**src/rtl/frame_buf_pkg.sv**
```systemverilog
`default_nettype none
// ============================================================================
//  Module      : frame_buf_pkg
//  Description : Shared definitions for the frame-buffer scan-out block:
//                scan FSM state encoding, raster-derived constant helpers,
//                the sync-polarity helper and the timing of the default
//                640x480 raster.
//  Contents    : scan_state_e      - IDLE / RUN state encoding
//                calc_total()      - sum of active + porches + sync
//                calc_lat()        - counter-to-output latency
//                cnt_width()       - counter width for a given modulus
//                sync_level()      - maps "sync active" to the pin level
//  Revision    : 1.0 - initial release
// ============================================================================
package frame_buf_pkg;

  typedef enum logic [0:0] {
    ST_IDLE = 1'b0,
    ST_RUN  = 1'b1
  } scan_state_e;

  function automatic int unsigned calc_total(
    input int unsigned active,
    input int unsigned fp,
    input int unsigned sync,
    input int unsigned bp
  );
    return active + fp + sync + bp;
  endfunction

  // One cycle to register the read enable, RD_LATENCY for the buffer,
  // one more to register the returned word.
  function automatic int unsigned calc_lat(input int unsigned rd_latency);
    return rd_latency + 2;
  endfunction

  function automatic int unsigned cnt_width(input int unsigned modulus);
    return (modulus > 1) ? $clog2(modulus) : 1;
  endfunction

  function automatic logic sync_level(input logic active, input logic pol);
    return active ? pol : ~pol;
  endfunction

  // Timing of the default 640x480 raster.
  localparam int unsigned c_DEF_H_TOTAL = calc_total(640, 16, 96, 48);
  localparam int unsigned c_DEF_V_TOTAL = calc_total(480, 10, 2, 33);
  localparam int unsigned c_DEF_LAT     = calc_lat(1);

endpackage
`default_nettype wire

```
**src/rtl/scan_delay_line.sv**
```systemverilog
`default_nettype none
// ============================================================================
//  Module      : scan_delay_line
//  Description : WIDTH x DEPTH shift register with asynchronous active-low
//                clear. Carries the raster flags (and the capture strobe)
//                so they line up with the returned pixel data.
//  Ports       : clk    in  1      clock, rising edge
//                rst_n  in  1      asynchronous clear, active-low
//                i_d    in  WIDTH  stage-0 input
//                o_q    out WIDTH  output after DEPTH cycles
//  Revision    : 1.0 - initial release
// ============================================================================
module scan_delay_line
  import frame_buf_pkg::*;
#(
  parameter int unsigned WIDTH = 3,
  parameter int unsigned DEPTH = 3
) (
  input  logic             clk,
  input  logic             rst_n,
  input  logic [WIDTH-1:0] i_d,
  output logic [WIDTH-1:0] o_q
);

  logic [WIDTH-1:0] r_stage [DEPTH];

  always_ff @(posedge clk or negedge rst_n) begin
    if (!rst_n) begin
      for (int i = 0; i < DEPTH; i++) begin
        r_stage[i] <= '0;
      end
    end else begin
      r_stage[0] <= i_d;
      for (int i = 1; i < DEPTH; i++) begin
        r_stage[i] <= r_stage[i-1];
      end
    end
  end

  assign o_q = r_stage[DEPTH-1];

endmodule
`default_nettype wire

```
**src/rtl/frame_buf_scanout.sv**
```systemverilog
`default_nettype none
// ============================================================================
//  Module      : frame_buf_scanout
//  Description : Read-side consumer of a double-buffered frame buffer.
//                Generates raster timing, issues one active-low read per
//                active pixel, aligns the returned words with de/hsync/vsync
//                and pulses buf_swap once per frame.
//  Ports       : rd_clk     in  1       clock, rising edge
//                reset      in  1       asynchronous reset, active-low
//                en         in  1       run request, honoured at frame edges
//                data_in    in  DATA_W  word from the buffer read port
//                rd_en_out  out 1       read enable to the buffer, active-low
//                buf_swap   out 1       one-cycle pulse after last active line
//                                       has been requested
//                de         out 1       data enable, aligned with pixel_out
//                hsync      out 1       horizontal sync, level per SYNC_POL
//                vsync      out 1       vertical sync, level per SYNC_POL
//                pixel_out  out PIX_W   pixel, zero when de=0
//  Revision    : 1.0 - initial release
// ============================================================================
module frame_buf_scanout
  import frame_buf_pkg::*;
#(
  parameter int unsigned DATA_W     = 32,
  parameter int unsigned PIX_W      = 24,
  parameter int unsigned H_ACTIVE   = 640,
  parameter int unsigned H_FP       = 16,
  parameter int unsigned H_SYNC     = 96,
  parameter int unsigned H_BP       = 48,
  parameter int unsigned V_ACTIVE   = 480,
  parameter int unsigned V_FP       = 10,
  parameter int unsigned V_SYNC     = 2,
  parameter int unsigned V_BP       = 33,
  parameter int unsigned RD_LATENCY = 1,
  parameter bit          SYNC_POL   = 1'b0
) (
  input  logic              rd_clk,
  input  logic              reset,
  input  logic              en,
  input  logic [DATA_W-1:0] data_in,
  output logic              rd_en_out,
  output logic              buf_swap,
  output logic              de,
  output logic              hsync,
  output logic              vsync,
  output logic [PIX_W-1:0]  pixel_out
);

  localparam int unsigned c_H_TOTAL = calc_total(H_ACTIVE, H_FP, H_SYNC, H_BP);
  localparam int unsigned c_V_TOTAL = calc_total(V_ACTIVE, V_FP, V_SYNC, V_BP);
  localparam int unsigned c_LAT     = calc_lat(RD_LATENCY);
  localparam int unsigned c_H_W     = cnt_width(c_H_TOTAL);
  localparam int unsigned c_V_W     = cnt_width(c_V_TOTAL);

  localparam logic [c_H_W-1:0] c_H_LAST = c_H_W'(c_H_TOTAL - 1);
  localparam logic [c_V_W-1:0] c_V_LAST = c_V_W'(c_V_TOTAL - 1);

  // Sync windows as [begin, end) bounds in 32-bit space so an end equal to
  // the total never aliases back onto a narrow counter.
  localparam int unsigned c_HS_BEG = H_ACTIVE + H_FP;
  localparam int unsigned c_HS_END = H_ACTIVE + H_FP + H_SYNC;
  localparam int unsigned c_VS_BEG = V_ACTIVE + V_FP;
  localparam int unsigned c_VS_END = V_ACTIVE + V_FP + V_SYNC;

  // --------------------------------------------------------------------------
  // Scan state machine
  // --------------------------------------------------------------------------
  scan_state_e r_state;
  scan_state_e w_state_nxt;

  logic [c_H_W-1:0] r_h_cnt;
  logic [c_V_W-1:0] r_v_cnt;

  logic w_run;
  logic w_h_last;
  logic w_v_last;
  logic w_frame_end;

  assign w_run       = (r_state == ST_RUN);
  assign w_h_last    = (r_h_cnt == c_H_LAST);
  assign w_v_last    = (r_v_cnt == c_V_LAST);
  assign w_frame_end = w_h_last && w_v_last;

  always_ff @(posedge rd_clk or negedge reset) begin
    if (!reset) begin
      r_state <= ST_IDLE;
    end else begin
      r_state <= w_state_nxt;
    end
  end

  // en only matters in IDLE or on the last cycle of a frame, so dropping it
  // mid-frame lets the current frame complete.
  always_comb begin
    w_state_nxt = r_state;
    case (r_state)
      ST_IDLE: begin
        if (en) begin
          w_state_nxt = ST_RUN;
        end
      end
      ST_RUN: begin
        if (w_frame_end && !en) begin
          w_state_nxt = ST_IDLE;
        end
      end
      default: begin
        w_state_nxt = ST_IDLE;
      end
    endcase
  end

  // --------------------------------------------------------------------------
  // Raster counters: advance only in RUN, parked at 0 otherwise so the first
  // RUN cycle always sits at h=0, v=0.
  // --------------------------------------------------------------------------
  always_ff @(posedge rd_clk or negedge reset) begin
    if (!reset) begin
      r_h_cnt <= '0;
      r_v_cnt <= '0;
    end else if (w_run) begin
      if (w_h_last) begin
        r_h_cnt <= '0;
        r_v_cnt <= w_v_last ? '0 : r_v_cnt + 1'b1;
      end else begin
        r_h_cnt <= r_h_cnt + 1'b1;
      end
    end else begin
      r_h_cnt <= '0;
      r_v_cnt <= '0;
    end
  end

  // --------------------------------------------------------------------------
  // Raster decode at the counter position
  // --------------------------------------------------------------------------
  logic w_pix_act;
  logic w_hs_act;
  logic w_vs_act;
  logic w_swap;

  assign w_pix_act = w_run && (32'(r_h_cnt) < H_ACTIVE) && (32'(r_v_cnt) < V_ACTIVE);
  assign w_hs_act  = w_run && (32'(r_h_cnt) >= c_HS_BEG) && (32'(r_h_cnt) < c_HS_END);
  assign w_vs_act  = w_run && (32'(r_v_cnt) >= c_VS_BEG) && (32'(r_v_cnt) < c_VS_END);
  // h=0 of the first blanking line: every active read has been issued.
  assign w_swap    = w_run && (r_h_cnt == '0) && (32'(r_v_cnt) == V_ACTIVE);

  // --------------------------------------------------------------------------
  // Read request and buffer-swap pulse
  // --------------------------------------------------------------------------
  logic r_rd_en_n;
  logic r_buf_swap;

  always_ff @(posedge rd_clk or negedge reset) begin
    if (!reset) begin
      r_rd_en_n  <= 1'b1;
      r_buf_swap <= 1'b0;
    end else begin
      r_rd_en_n  <= ~w_pix_act;
      r_buf_swap <= w_swap;
    end
  end

  // --------------------------------------------------------------------------
  // Capture strobe: the read enable delayed by the buffer latency marks the
  // cycle in which data_in carries a requested word.
  // --------------------------------------------------------------------------
  logic w_cap_vld;

  generate
    if (RD_LATENCY == 0) begin : g_cap_direct
      assign w_cap_vld = ~r_rd_en_n;
    end else begin : g_cap_pipe
      scan_delay_line #(
        .WIDTH (1),
        .DEPTH (RD_LATENCY)
      ) u_cap_vld (
        .clk   (rd_clk),
        .rst_n (reset),
        .i_d   (~r_rd_en_n),
        .o_q   (w_cap_vld)
      );
    end
  endgenerate

  logic [PIX_W-1:0] r_pixel;

  always_ff @(posedge rd_clk or negedge reset) begin
    if (!reset) begin
      r_pixel <= '0;
    end else begin
      r_pixel <= w_cap_vld ? data_in[PIX_W-1:0] : '0;
    end
  end

  // Bits above PIX_W are not displayed.
  logic w_unused_data;
  assign w_unused_data = ^data_in;

  // --------------------------------------------------------------------------
  // Flag alignment: {de, hsync, vsync} travel c_LAT stages so they reach the
  // pins in the same cycle as the pixel captured for that position.
  // Flags are carried as "active" so a cleared line reads as inactive sync.
  // --------------------------------------------------------------------------
  logic [2:0] w_flags_dly;

  scan_delay_line #(
    .WIDTH (3),
    .DEPTH (c_LAT)
  ) u_flag_dly (
    .clk   (rd_clk),
    .rst_n (reset),
    .i_d   ({w_pix_act, w_hs_act, w_vs_act}),
    .o_q   (w_flags_dly)
  );

  assign rd_en_out = r_rd_en_n;
  assign buf_swap  = r_buf_swap;
  assign de        = w_flags_dly[2];
  assign hsync     = sync_level(w_flags_dly[1], SYNC_POL);
  assign vsync     = sync_level(w_flags_dly[0], SYNC_POL);
  assign pixel_out = r_pixel;

endmodule
`default_nettype wire

```
**config.mk**
```make
export PLATFORM = sky130hd
export DESIGN_NAME = frame_buf_scanout
export DESIGN_NICKNAME = d
export VERILOG_FILES = /design/src/rtl/frame_buf_pkg.sv /design/src/rtl/scan_delay_line.sv /design/src/rtl/frame_buf_scanout.sv
export SDC_FILE = /design/constraint.sdc
export NUM_CORES = 1
export LEC_CHECK = 0
export ABC_AREA = 1
export CORE_ASPECT_RATIO = 0.8
export CORE_MARGIN = 3
export CORE_UTILIZATION = 48
export CTS_CLUSTER_SIZE = 40
export DETAILED_ROUTE_END_ITERATION = 10
export PLACE_DENSITY = 0.79
export SYNTH_ARGS = -nofsm -noshare
export SYNTH_HDL_FRONTEND = slang
export SYNTH_SLANG_ARGS = --single-unit
```
**constraint.sdc**
```tcl
create_clock -name rd_clk -period 1.55 [get_ports rd_clk]
set_input_delay 0.2325 -clock rd_clk [delete_from_list [all_inputs] [get_ports rd_clk]]
set_output_delay 0.2325 -clock rd_clk [all_outputs]
set_load 0.01 [all_outputs]
```
; ---- Yosys cells after proc, flatten, opt, wreduce, memory -nomap -nowiden
; Cells that the tools add are included.
[word_totals]
mem_bits_rw = 0
out_inout_bits = 29
memories = 0
romBits = 0
latchBits = 0
ff_bits = 57
wordCells = 48
input_bits = 35
[classes]
eq_ne = 4
n_shift = 0
multipliers = 0
bitwise = 3
add_sub_neg = 2
n_reduce_logical = 12
magnitude_cmp = 6
mux = 11
n_div = 0
[ops]
columns = cell, count
row1 = 10-bit two-way mux, 5
row2 = 24-bit two-way mux, 1
row3 = 10-bit by 1-bit adder with 10-bit output (second input constant), 2
row4 = 10-bit == test (second input constant), 2
row5 = 10-bit < comparator (second input constant), 2
row6 = 10-bit by 9-bit < comparator with 1-bit output (second input constant), 2
row7 = 10-bit by 9-bit == test with 1-bit output (second input constant), 1
row8 = 10-bit >= comparator (second input constant), 1
row9 = 10-bit by 9-bit >= comparator with 1-bit output (second input constant), 1
row10 = 1-bit logical AND, 10
row11 = 10-bit logical NOT, 1
row12 = 1-bit two-way mux, 4
row13 = 1-bit inverter, 3
row14 = 2-bit by 1-bit != test with 1-bit output (second input constant), 1
row15 = 1-bit one-hot mux with 2 select lines, 1
row16 = 1-bit logical NOT, 1

; ---- Logic depth before layout (Yosys ltp)
; Gate-level depths: netlist of run 1.
[logic_depth]
depth_word = 5
mapped_depth = 9
ltp_nobuf = 9

; ---- Cells and area by module
; A second synthesis of run 1 with hierarchy kept.
[hier_totals]
hier_cells = 284
hier_area_um2 = 2446.1
[modules_own_cells]
columns = module, n_inst, seq_area_each_um2, area_per_inst_um2, cells_each
row1 = frame_buf_scanout, 1, 1177.4, 2173.3, 271
row2 = scan_delay_line at u_flag_dly, 1, 225.2, 247.7, 12
row3 = scan_delay_line at g_cap_pipe.u_cap_vld, 1, 25.0, 25.0, 1

; ---- Worst setup path before layout of run 1
; OpenSTA, ideal clock, no wires.
[synth_timing]
path_kind = flip-flop to flip-flop
startpoint = register r_h_cnt[0]
endpoint = register r_v_cnt[2]
required_time_ps = 1432
t_arrival_ps = 1283
path_buffers = 1
path_slack_ps = 149
setup_ps = 118
synth_period_minus_slack_ps = 1401
stages_incl_launch_ff = 10
cell_sequence = dfrtp_1 > ha_1 > nand2_2 > nor2_2 > nand3_2 > nand2_4 > inv_8 > buf_12 > nand2_2 > o21ai_2
[synth_via]
elab_chain_cells = 2
[synth_rtl]
columns = element, line_no
row1 = "start, declared", frame_buf_scanout.sv:71  ; logic [c_H_W-1:0] r_h_cnt;
row2 = "start signal, assigned", frame_buf_scanout.sv:126  ; r_h_cnt <= r_h_cnt + 1'b1;
row3 = 10-bit == test, frame_buf_scanout.sv:80  ; assign w_h_last = (r_h_cnt == c_H_LAST);
row4 = 2-bit by 1-bit != test with 1-bit output (no line), n/a
row5 = "end signal, assigned", frame_buf_scanout.sv:124  ; r_v_cnt <= w_v_last ? '0 : r_v_cnt + 1'b1;
row6 = "end, declared", frame_buf_scanout.sv:72  ; logic [c_V_W-1:0] r_v_cnt;
; Every way passes these cells.
; A chain may end at the register's enable or synchronous reset.

; ---- Worst setup path in the final report of run 1
[layout_timing]
startpoint = register r_pixel[14] (netlist: pixel_out[14])
endpoint = output pixel_out[14]
[layout_rtl]
columns = element, line_no
row1 = "start, declared", frame_buf_scanout.sv:186  ; logic [PIX_W-1:0] r_pixel;
row2 = "start signal, assigned", frame_buf_scanout.sv:192  ; r_pixel <= w_cap_vld ? data_in[PIX_W-1:0] : '0;
row3 = "end, declared", frame_buf_scanout.sv:46  ; output logic [PIX_W-1:0] pixel_out
; No word-level cell between the ends.

==> metrics.csv, run 1 <==
metric,value,unit
max-capacitance violation count,0,
Synth area leaders,"dfrtp_1, nand2_1, inv_1, nor2_1, nand3_1",
Worst Skew,0.00453,ns
Final min period,1.45,ns
sequential element share of the synthesized area,56.9,%
CP Class,flop to output port,
Synthesis Warnings,0,
share of the synthesized area in the top cell type,55.8,%
DP Area,3150,um2
Slew headroom,79.0,%
simple-gate area share of the yosys netlist,25.2,%
Post-Layout Cell Count,416,
die width,86.9,um
status,finished clean,
largest family of logic cells by synthesized area,simple AND/OR/NAND/NOR gates,
syn nets,320,
Overflow after GRT,0,
Core ar.,4820,um2
Least-Margin Pin Slew,0.315,ns
critical-path cell list,clkdlybuf4s50_1,
die area,6140,um2
vias in the first global route,1772,
GR Layer Usage met3,6.98,%
TritonCTS Buffers,9,
GRT Total Usage,17.7,%
Seq cells post-synth,57,
Synth Area in XOR/XNOR,1.05,%
synth unique cells,28,
M1 GR Usage,24.7,%
die height,70.7,um
IO Pins,64,
drt wl/cell,11.9,um
P_leak,0.00173,uW
area used by multi-input combinational logic,810,um2
maximum VDD drop,1.35,mV
Pre-Repair DR Iteration Count,4,
Clock transition at path regs,0.07,ns
placed insts,397,
CP max-delay cell,clkdlybuf4s50_1,
Longest Clk Path Bufs,2,
DR vias/cell,4.67,
CP Data Arrival Time,1.21,ns
final hold vios,0,
Detailed Route Iter0 Violations,108,
via count,1943,
Worst EP required,1.32,ns
Post-Synth Adder-Cell Area,1.99,%
initial antenna violation count,0,
synth cell count leaders,"nand2_1, inv_1, dfrtp_1",
number of core rows,22,
Layout fillers,358,
mux cell area share after synthesis,0,%
Gate Count Post-Synth,281,
DRC viols,0,
CP max FO,1,
Initial Util,52.1,%
crit end category,output port,
compound-cell area share of the yosys netlist,3.84,%
layout cells sized above 1,14.0,%
pin count of the biggest net entering global routing,58,
fmax,0.691,GHz
prevailing post-synth register cell,dfrtp_1,
clk_lat worst skew,0.33,ns
Setup TNS,0,ns
Layout area overhead,35.0,%
Final setup viols,0,
ys async rst share,100,%
most common cell in the netlist,nand2_1,
Syn Area/Cell,8.94,um2
first-pass GRT wire length,8.27,mm
H-tree Lvls,3,
Mapped Area,2510,um2
clk root buf,clkbuf_8,
kind of cell adding the most delay to the critical path,buffers and inverters,
grt met2 use,24.2,%
unrepaired setup endpoints after global routing,false,
Final GP Congestion,0.865,
"EDFF count, synth",0,
Sequential Area,1430,um2
TritonCTS Sinks,57,
Antenna Cells,0,
Power Density,1080,nW/um2
"Largest stage delay, worst path",0.55,ns
DP HPWL,3.42,mm
CTS tree,yes,
final instance area,3390,um2
worst hold path type,flop to flop,
Routed WL,4.96,mm
Critical path buffers and inverters,1,
Post-DRT Antenna Nets,0,
port bufs,55,
Worst setup SP type,flop,
Tcrit/Tclk final,93.3,%
nets,390,
top cell type by total area after synthesis,dfrtp_1,
GR peak layer,met1,
Final Max Slew Viols,0,
==> metrics by stage <==
step | hold WS [ns] | setup WS (ns) | power, uW | util [%]
2_1_floorplan | -0.0631 | 0.149 | 2030 | -
3_3_place_gp | 0.252 | 0.112 | 2250 | 65.4
3_5_place_dp | 0.255 | 0.0769 | 2270 | 65.4
4_1_cts | 0.353 | 0.0110 | 3690 | 69.8
5_1_grt | 0.356 | 0.0178 | 3870 | 70.4
6_report | 0.350 | 0.104 | 3650 | 70.4
==> cells in the final DEF (no fill, tap or decap), types with 2 or more instances in the layout <==
cell / count
inv_1: 57
nand2_2: 9
buf_12: 2
dlymetal6s2s_1: 2
clkbuf_8: 10
nor2_2: 2
clkinvlp_4: 3
nand2_4: 2
nor2_1: 30
nand2_1: 60
o21ai_0: 2
clkdlybuf4s50_1: 51
dfrtp_1: 56
nand4_1: 5
buf_4: 6
nor3_1: 8
nand3_1: 19
ha_1: 4
xor2_1: 3
o21ai_2: 7
==> cells by family after synthesis <==
family,Yosys count
adders and majority gates,4
xor gates and xnor gates,3
DFF,57
AOI/OAI and AO/OA,13
and+or+nand+nor,140
buffers and inverters,64
==> cell type report <==
class                      instances  area share (%)
timing repair buffer              64            19.0
tap                               60            2.21
inverter                          59            6.76
multi-input combinational        160            23.9
sequential                        57            42.1
clock buffer                      10            4.06
clock inverter                     6            1.96
==> layer usage <==
metal | up-vias | share of wire, %
met3 | 8 | 9.6
li1 | 991 | -
met1 | 872 | 48
met4 | 0 | 1.0
met5 | - | 0
met2 | 72 | 41
==> state kept, by name (all words and copies together) (netlist names) <==
signal,cells
pixel_out,24
r_h_cnt,10
r_v_cnt,10
u_flag_dly.r_stage,6
u_flag_dly.o_q,3
buf_swap,1
g_cap_pipe.u_cap_vld.o_q,1
r_state,1
rd_en_out,1
==> where the power goes <==
group	internal [uW]	switching, uW	leakage, uW	total (uW)
clock network	787	613	0.0000949	1400
registers	1610	127	0.000693	1740
logic	254	258	0.000939	513
total	2650	998	0.00173	3650
==> path summary, 6_finish.rpt <==
kind,start,end,slack (ns),depth (start not counted)
worst max-delay path,pixel_out[14]$_DFF_PN0_,pixel_out[14],0.10,1
max in group asynchronous,reset,rd_en_out$_DFF_PN1_,0.84,3
worst min-delay path,u_flag_dly.r_stage[6]$_DFF_PN0_,u_flag_dly.r_stage[3]$_DFF_PN0_,0.35,0
worst min register to register,u_flag_dly.r_stage[6]$_DFF_PN0_,u_flag_dly.r_stage[3]$_DFF_PN0_,0.35,0
min in group asynchronous,reset,pixel_out[20]$_DFF_PN0_,0.43,3
worst max register to register,r_h_cnt[0]$_DFF_PN0_,r_state$_DFF_PN0_,0.11,7
==> timing repair <==
item | CTS | global route
endpoints found under the hold margin | 56 | 0
hold buffers | 1 | 0
gates resized for setup | 1 | 3
setup buffers | 0 | 2
pin swaps | 0 | 1
setup endpoints to repair | 1 | 5
(Power assumes the default switching activity.)
==> inputs of run 2 (changes only) <==
--- a/config.mk
+++ b/config.mk
@@ -12,6 +12,7 @@
 export CTS_CLUSTER_SIZE = 40
 export DETAILED_ROUTE_END_ITERATION = 10
 export PLACE_DENSITY = 0.79
+export SLEW_MARGIN = 30
 export SYNTH_ARGS = -nofsm -noshare
 export SYNTH_HDL_FRONTEND = slang
 export SYNTH_SLANG_ARGS = --single-unit
==> results of run 2 <==
Same layout as run 1: the final DEF is identical, and so are final timing and power.
==> RTL change, RTL diff (settings of run 2) <==
`H_SYNC`: 96 -> 192.
--- a/src/rtl/frame_buf_scanout.sv
+++ b/src/rtl/frame_buf_scanout.sv
@@ -26,5 +26,5 @@
   parameter int unsigned H_ACTIVE   = 640,
   parameter int unsigned H_FP       = 16,
-  parameter int unsigned H_SYNC     = 96,
+  parameter int unsigned H_SYNC     = 192,
   parameter int unsigned H_BP       = 48,
   parameter int unsigned V_ACTIVE   = 480,
Formal check against the unedited RTL: no difference found for any inputs over 10 cycles, from zero or initial values and one cycle with reset low; that may be too few to reach the edited logic, so the function may still have changed.
==> RTL change against run 2 <==
Final area shrank 2.8%; area after synthesis shrank 3.1%; sequential cell count is the same; clock power shrank 19%; via count grew 0.57%; wire length grew 7.8%; hold slack lost 0.00077 ns; global-route usage grew 1.6 points; total power shrank 6.4%; die area shrank 2.9%; non-clock buffer count is the same; setup slack lost 0.036 ns; largest power group unchanged.
==> RTL change: results (changes against run 2) <==
- Status: completed
- DP Cell Count: 390 (-1.8%)
- Setup bufs post-CTS: 0 (unchanged)
- Vias in the first global route: 1827 (+3.1%)
- Dominant cells by area after synthesis: dfrtp_1 (58%), nand2_1 (9.7%), inv_1 (8.6%)
- GRT Total Usage: 19.3% (+1.6 points)
- Worst-path clk slew: about 0.060 ns
- Ys Warns: 0 (unchanged)
- Hold endpoint: u_flag_dly.r_stage[4]$_DFF_PN0_
- Comb pwr share: 16.2% (+2.2 points)
- Largest net degree at the start of global routing: 58 (unchanged)
- Hold depth: 0 (unchanged)
- Highest-delay cell along the critical path: clkdlybuf4s50_1
- Clock buf count: 10 (unchanged)
- NetSw: 0.000978 W (-2.0%)
- VDD IR max: 0.000697 V (-48%)
- Hold Path Origin: u_flag_dly.r_stage[7]$_DFF_PN0_
- Drt pass-1 iters: 4 (unchanged)
- Multiplexer share of the synthesized area: 0% (unchanged)
- Nets: 383 (-1.8%)
- First-pass GRT wire length: 8.74 mm (+5.7%)
- Synth Area in XOR/XNOR: 0.720% (-0.33 points)
- Buffer share of cell area: 19.5% (+0.47 points)
- Area of the multi-input gates: 772 um2 (-4.6%)
- Layout cells sized above 1: 11.2% (-2.9 points)
- Port bufs: 55 (unchanged)
- FF+latch area: 0.00143 mm2 (unchanged)
- Part of the power in registers: 50.7% (+3.1 points)
- Fillers: 359 (+0.28%)
- Fin. Hold Viols: 0 (unchanged)
- Non-CTS buffers: 64 (unchanged)
- Vias: 1954 (+0.57%)
- Comb pwr: 0.000554 W (+8.0%)
- Initial DRC Count: 169 (+56%)
- Commonest cells in the netlist: nand2_1 (63), dfrtp_1 (56), inv_1 (56)
- Complex-gate fraction of the synthesized area: 4.32% (+0.48 points)
- Worst-Margin Slew: 0.361 ns (+0.0464 ns)
- Distinct cells, synth: 26 (-7.1%)
- Syn Area/Cell: 8.88 um2 (-0.61%)
- Sequential-to-total area share from yosys stat: 58.7% (+1.8 points)
- GPL Wtd Cong: 0.829 (-4.1%)
- Final HPWL DP: 3.80 mm (+11%)
- CTS HTree Levels: 3 (unchanged)
- Layout Skew: 0.00781 ns (+0.00328 ns)
- Asr flop ratio synth: 100% (unchanged)
- Skew-Pair Late Insertion Delay: roughly 0.34 ns
- Number of non-clock inverters in the layout: 57 (-3.4%)
- Vias/cell: 4.78 (+2.3%)
- Post-DR wirelength/cell: 13.1 um (+9.7%)
- Leakage: 1.68 nW (-2.8%)
- R2R cell count: 7 (unchanged)
- Final setup vio count: 0 (unchanged)
- Crit-path max cell delay: 0.52 ns (-0.03 ns)
- Clk tree area frac: 4.94% (-1.1 points)
- Syn Nets: 313 (-2.2%)
- Multi-input combinational cell count: 155 (-3.1%)
- Post-synthesis adder-cell area fraction: 2.06% (+0.064 points)
==> RTL change: cell count changes after synthesis, sizes merged, moves of 2 or more <==
| cell | run 2 | this run |
|---|---|---|
| a21oi | 1 | 4 |
| inv | 59 | 57 |
| nand2 | 71 | 65 |
| nand3 | 20 | 15 |
| nand4 | 5 | 9 |
| nor2 | 33 | 29 |
| nor4 | 0 | 2 |
| o21ai | 10 | 12 |
==> RTL change: metrics by stage <==
stage / setup slack (ns) / util (%) / hold WS [ns] / instance area (um2)
after floorplan: 0.187 / - / -0.0631 / 2430
after global placement: 0.107 / 64.9 / 0.254 / 3070
after detailed placement: 0.0612 / 64.9 / 0.246 / 3070
after CTS: 0.0129 / 68.5 / 0.345 / 3240
after global routing: 0.000215 / 69.6 / 0.353 / 3300
final: 0.0678 / 69.6 / 0.349 / 3300
==> RTL change: routing by layer <==
metal	GRT usage, %	wire length [um]	vias to the layer above
li1	-	-	981
met1	24.9	2280	893
met2	29.7	2600	76
met3	8.08	425	4
met4	5.27	42	0
met5	0	0	-
==> RTL change: critical path, delay by kind of cell (launching register included) <==
family,cells,cell delay (ns)
buffers and inverters,2,0.56
DFF,1,0.36
==> RTL change: how the worst max path moves through the flow <==
stage                                      startpoint                      to  slack (ns)
after floorplan                  r_h_cnt[0]$_DFF_PN0_  r_v_cnt[7]$_DFFE_PN0P_        0.19
after global placement           r_h_cnt[0]$_DFF_PN0_       r_state$_DFF_PN0_        0.11
after detailed placement         r_h_cnt[0]$_DFF_PN0_       r_state$_DFF_PN0_        0.06
after CTS                 u_flag_dly.o_q[1]$_DFF_PN0_                   hsync        0.01
after global routing      u_flag_dly.o_q[0]$_DFF_PN0_                   vsync      0.0002
final                     u_flag_dly.o_q[0]$_DFF_PN0_                   vsync        0.07
